<file path="config.mk">
export PLATFORM = sky130hd
export DESIGN_NAME = fetch_sequencer
export DESIGN_NICKNAME = d
export VERILOG_FILES = /design/src/rtl/fetch_sequencer.sv
export SDC_FILE = /design/constraint.sdc
export NUM_CORES = 1
export LEC_CHECK = 0
export BUFFER_PORTS_ARGS = -buffer_cell sky130_fd_sc_hd__buf_2
export CAP_MARGIN = 20
export CELL_PAD_IN_SITES_DETAIL_PLACEMENT = 1
export CELL_PAD_IN_SITES_GLOBAL_PLACEMENT = 1
export CORE_MARGIN = 2
export CORE_UTILIZATION = 42
export DETAILED_ROUTE_END_ITERATION = 7
export GPL_ROUTABILITY_DRIVEN = 1
export PLACE_DENSITY_LB_ADDON = 0.1
export SLEW_MARGIN = 40
export SYNTH_ARGS = -nofsm -noshare
export SYNTH_HDL_FRONTEND = slang
export SYNTH_SLANG_ARGS = --single-unit
</file>
<file path="constraint.sdc">
create_clock -name clk -period 9.4 [get_ports clk]
set_clock_uncertainty 0.1 [all_clocks]
set_input_delay 0.94 -clock clk [delete_from_list [all_inputs] [get_ports clk]]
set_output_delay 0.94 -clock clk [all_outputs]
set_load 0.01 [all_outputs]
</file>
<file path="src/rtl/fetch_sequencer.sv">
// Multi-cycle front end: fetches instructions over a req/ack handshake, owns the PC and
// sequences FETCH/DECODE/EXECUTE/MEMORY/WRITEBACK for the decode stage downstream.
module fetch_sequencer #(
  parameter logic [31:0] RESET_PC      = 32'h0000_0000,
  parameter int unsigned FETCH_TIMEOUT = 16
) (
  input  logic        clk,
  input  logic        reset,
  output logic [31:0] imem_addr_o,
  output logic        imem_req_o,
  input  logic        imem_ack_i,
  input  logic        imem_err_i,
  input  logic [31:0] imem_rdata_i,
  output logic [31:0] ir_o,
  output logic [2:0]  stage_o,
  output logic [31:0] pc_o,
  input  logic        pc_load_i,
  input  logic [31:0] pc_target_i,
  input  logic        mem_done_i,
  output logic        wb_strobe_o,
  output logic        fault_o,
  input  logic        halt_i
);

  typedef enum logic [2:0] {
    ST_FETCH     = 3'd0,
    ST_DECODE    = 3'd1,
    ST_EXECUTE   = 3'd2,
    ST_MEMORY    = 3'd3,
    ST_WRITEBACK = 3'd4,
    ST_FAULT     = 3'd7
  } stage_e;

  localparam int unsigned CNT_W    = (FETCH_TIMEOUT > 1) ? $clog2(FETCH_TIMEOUT) : 1;
  localparam bit          TMO_EN   = (FETCH_TIMEOUT != 0);
  localparam logic [CNT_W-1:0] CNT_LAST = (FETCH_TIMEOUT == 0) ? '0 : CNT_W'(FETCH_TIMEOUT - 1);

  localparam logic [6:0] OP_LOAD  = 7'b0000011;
  localparam logic [6:0] OP_STORE = 7'b0100011;

  stage_e           stage_q;
  logic [31:0]      pc_q;
  logic [31:0]      ir_q;
  logic [31:0]      next_pc_q;
  logic             req_q;
  logic             wb_q;
  logic             fault_q;
  logic [CNT_W-1:0] wait_cnt_q;

  logic is_load;
  logic is_store;
  logic is_mem;
  logic rd_nonzero;
  logic unused_target_lsb;

  assign is_load           = (ir_q[6:0] == OP_LOAD);
  assign is_store          = (ir_q[6:0] == OP_STORE);
  assign is_mem            = is_load | is_store;
  assign rd_nonzero        = (ir_q[11:7] != 5'd0);
  assign unused_target_lsb = ^pc_target_i[1:0];

  always_ff @(posedge clk or negedge reset) begin
    if (!reset) begin
      stage_q    <= ST_FETCH;
      pc_q       <= RESET_PC;
      ir_q       <= '0;
      req_q      <= 1'b0;
      wb_q       <= 1'b0;
      fault_q    <= 1'b0;
      wait_cnt_q <= '0;
    end else begin
      case (stage_q)
        // FETCH: a request cycle with req low only raises req (first fetch after reset)
        ST_FETCH: begin
          if (!req_q) begin
            req_q <= 1'b1;
          end else if (imem_err_i) begin
            stage_q <= ST_FAULT;
            req_q   <= 1'b0;
            fault_q <= 1'b1;
          end else if (imem_ack_i) begin
            ir_q       <= imem_rdata_i;
            req_q      <= 1'b0;
            wait_cnt_q <= '0;
            stage_q    <= ST_DECODE;
          end else if (TMO_EN && (wait_cnt_q == CNT_LAST)) begin
            stage_q <= ST_FAULT;
            req_q   <= 1'b0;
            fault_q <= 1'b1;
          end else if (TMO_EN) begin
            wait_cnt_q <= wait_cnt_q + 1'b1;
          end
        end
        // DECODE
        ST_DECODE: begin
          stage_q <= ST_EXECUTE;
        end
        // EXECUTE: redirect target captured by the data register below
        ST_EXECUTE: begin
          stage_q <= ST_MEMORY;
        end
        // MEMORY: loads and stores wait for the data side, others pass through
        ST_MEMORY: begin
          if (!is_mem || mem_done_i) begin
            stage_q <= ST_WRITEBACK;
            wb_q    <= !is_store && rd_nonzero;
          end
        end
        // WRITEBACK: strobe lasts one cycle even if halt holds us here
        ST_WRITEBACK: begin
          wb_q <= 1'b0;
          if (!halt_i) begin
            stage_q    <= ST_FETCH;
            req_q      <= 1'b1;
            pc_q       <= next_pc_q;
            wait_cnt_q <= '0;
          end
        end
        // FAULT: absorbing until reset
        ST_FAULT: begin
          req_q   <= 1'b0;
          wb_q    <= 1'b0;
          fault_q <= 1'b1;
        end
        default: begin
          stage_q <= ST_FAULT;
          req_q   <= 1'b0;
          wb_q    <= 1'b0;
          fault_q <= 1'b1;
        end
      endcase
    end
  end

  always_ff @(posedge clk) begin
    if (stage_q == ST_EXECUTE) begin
      next_pc_q <= pc_load_i ? {pc_target_i[31:2], 2'b00} : pc_q + 32'd4;
    end
  end

  assign imem_addr_o = pc_q;
  assign imem_req_o  = req_q;
  assign ir_o        = ir_q;
  assign stage_o     = stage_q;
  assign pc_o        = pc_q;
  assign wb_strobe_o = wb_q;
  assign fault_o     = fault_q;

endmodule
</file>
==> results.yml <==
yosys:
  syn_avg_cell_area_um2: 11.87
  yosysSeqAreaShare: 0.5538
  netlist_instances: 428
  synth-xor-area-share: 0.02069
  synth_mux_area_frac: 0.1375
  async_flop_share: 0.6981
  synth_top_family_by_area: "multiplexers"
  synth_simple_gate_area_frac: 0.1286
  syn_area_um2: 5079
  synth_ff_type: "dfrtp_1"
  synth-edff-count: 32
  yosys_warnings: 0
  synth-compound-area-share: 0.08524
  synth_fa_ha_area_frac: 0.004927
  synth_seq_cells: 106
  syn_nets: 501
  yosysUniqueCellTypes: 46
critical_path:
  r2r-end: "next_pc_q[22]"
  worstRegToRegCells: 5
  setup.worst_path.end_class: "flop"
  worst_path_largest_cell_delay_ns: 0.72
  critPathLaunchType: "flop"
  cp_cell_sequence: "ha_1 -> and3_1 -> nand2_1 -> or4_2 -> a31oi_1"
  crit_fanout: 14
  r2r-start: "imem_addr_o[2]"
  r2r_slack_ns: 6.78
  worst-setup-path-type: "flop to flop"
  arrival_ns: 2.73
  cp_data_required_time_ns: 9.51
  worst_path_max_delay_cell: "or4_2"
routing:
  first_iter_violations: 179
  wl_per_cell_um: 17.50
  viasPerCell: 5.398
  dr.pass1.iters: 4
  drc: 0
  vias: 3849
  drt-total-wl_mm: 12.48
  antenna_left: 0
global_route:
  grt_pass1_vias: 3919
  gr-total-overflow: 0
  antenna_found_initial: 0
  grt_pass1_wl_mm: 19.88
  grt_start_max_net_pins: 75
  grt_util_all_layers: 0.1974
placement:
  gp_congestion: 0.7772
  dp.cells: 697
  place_hpwl_mm: 8.641
  port-buffer-count: 170
finish:
  drive_above_1_share: 0.4594
  syn_to_final_growth_pct: 20.99
  multi_input_area_um2: 1926
  regArea_um2: 2813
  finalNonFillerCells: 713
  antenna_cells: 0
  fill_cells: 1350
  nets: 634
pwr:
  clkPwrFrac: 0.289
  combPwrFrac: 0.237
  p_leak_nw: 2.818
  internal_power_uw: 902.2
  ir_worst_vdd_uv: 96.56
  seqPwrFrac: 0.474
  finalPower_mw: 1.347
  p_per_area_nw_per_um2: 219.2
  swShare: 0.3301
  p_switching_uw: 444.6
clocking:
  post-cts-setup-buffers: 0
  clk_path_buf_depth: 2
  cts_tree: "built"
  htreeDepth: 3
  cts.clk_slew.worst_paths_ns: 0.08
  post_cts_resized: 0
  numCtsBuffers: 9
  root_buffer: "clkbuf_16"
  cts_num_sinks: 106
  cts_hold_buf: 0
  clk_latency_ns: 0.35
sta:
  setup_viol: 0
  slew_headroom: 0.5373
  tightest_slew_ns: 0.6941
  setup_tns_ns: 0
  fin_crit_ns: 2.623
  fin_crit_sh: 0.2791
  hold_ws_ns: 0.3683
  rsz0062_at_grt: "no"
  hold_viol: 0
  drv_slew: 0
  max_freq_mhz: 381.2
min_path:
  holdPathStages: 1
  min_from: "fault_o"
  min_to: "fault_o"
  hp-class: "flop to flop"
floorplanning:
  dieHeight_um: 114.0
  die_w_um: 114.0
  pin_count: 173
  fp.dieArea_um2: 12990
  initial_core_util: 0.4264
  coreArea_um2: 11910
  rows: 40
run:
  max_cap_violations: 0
status:
  outcome: "finished clean"
cells in the mapped netlist, types with 4 or more instances:
| master | number | share of area |
|---|---|---|
| nor2_1 | 19 | 0.014 |
| o31ai_1 | 14 | 0.021 |
| dfrtp_1 | 74 | 0.36 |
| nand2_1 | 34 | 0.025 |
| and4_1 | 4 | 0.0069 |
| a31oi_1 | 12 | 0.015 |
| and3_1 | 5 | 0.0062 |
| mux2_2 | 62 | 0.14 |
| nand3_1 | 19 | 0.019 |
| o211ai_1 | 5 | 0.0074 |
| edfxtp_1 | 32 | 0.19 |
| or4_1 | 14 | 0.021 |
| inv_1 | 7 | 0.0052 |
| nand4_1 | 8 | 0.0099 |
| clkbuf_1 | 16 | 0.012 |
| o21ai_0 | 21 | 0.021 |
| xor2_1 | 9 | 0.016 |
| buf_4 | 32 | 0.047 |
how the worst max path moves through the flow:
stage | startpoint | endpoint | slack (ns) | cells after the start
2_1_floorplan | stage_o[2] | next_pc_q[0] | 5.79 | 2
3_3_place_gp | imem_addr_o[2] | next_pc_q[22] | 6.88 | 5
3_5_place_dp | imem_addr_o[2] | next_pc_q[22] | 6.82 | 5
4_1_cts | imem_addr_o[2] | next_pc_q[22] | 6.78 | 5
5_1_grt | imem_addr_o[2] | next_pc_q[22] | 6.59 | 5
6_report | imem_addr_o[2] | next_pc_q[22] | 6.78 | 5
final cells by class:
| type | count | area share |
|---|---|---|
| sequential | 106 | 0.4577 |
| clock buffer | 10 | 0.04072 |
| multi-input combinational | 263 | 0.3134 |
| tap | 147 | 0.02993 |
| timing repair buffer | 173 | 0.1431 |
| inverter | 8 | 0.004887 |
| clock inverter | 6 | 0.01018 |
layout by cell type, fill, tap and decap left out, drive strengths merged, types with 2 or more instances in the layout:
master / n
buf: 173
dfrtp: 74
mux2: 62
nand2: 34
edfxtp: 32
o21ai: 21
nand3: 19
nor2: 19
or4: 16
o31ai: 14
a31oi: 12
inv: 12
clkbuf: 10
xor2: 9
nand4: 9
and3: 5
o211ai: 5
and4: 4
xnor2: 3
nor2b: 3
a21oi: 3
or2: 2
nand2b: 2
a32oi: 2
nand3b: 2
ha: 2
clkinv: 2
metrics by stage:
step / utilization / setup WS (ns) / cell area (um2)
final: 0.5159 / 6.777 / 6145
after global routing: 0.5159 / 6.588 / 6145
after CTS: 0.5159 / 6.781 / 6145
after detailed placement: 0.4896 / 6.822 / 5832
after global placement: 0.4893 / 6.876 / 5828
after floorplan: - / 5.794 / 5079
registers in the layout, indices dropped and copies added (netlist names):
| name | cells |
|---|---|
| stage_o | 3 |
| wb_strobe_o | 1 |
| fault_o | 1 |
| imem_req_o | 1 |
| wait_cnt_q | 4 |
| imem_addr_o | 32 |
| next_pc_q | 32 |
| ir_o | 32 |
per-layer routing:
| metal | wire (um) | GRT usage | up-vias |
|---|---|---|---|
| li1 | - | - | 1816 |
| met1 | 5355 | 0.2475 | 1921 |
| met2 | 6349 | 0.3357 | 99 |
| met3 | 580 | 0.04410 | 13 |
| met4 | 194 | 0.07154 | 0 |
| met5 | 0 | 0 | - |
kinds of logic after synthesis:
logic type | count (synthesis)
flip-flops | 106
XOR/XNOR | 12
AND/OR/NAND/NOR | 121
adder cells (fa/ha/maj) | 2
multiplexers | 62
AO/OA/AOI/OAI | 66
buffers and inverters | 59
critical path: cells and delay by family, from the launching register on:
family / cells / cell delay [ns]
flip-flops: 1 / 0.48
AND/OR/NAND/NOR: 3 / 1.49
adder cells (fa/ha/maj): 1 / 0.23
AO/OA/AOI/OAI: 1 / 0.17
power groups by stage:
stage / clock [mW] / combinational (mW) / sequential, mW
final: 0.389 / 0.320 / 0.638
after global routing: 0.418 / 0.354 / 0.654
after CTS: 0.401 / 0.326 / 0.640
after detailed placement: 0 / 0.324 / 0.648
after global placement: 0 / 0.315 / 0.643
after floorplan: 0 / 0.207 / 0.651
(Power assumes the default switching activity.)
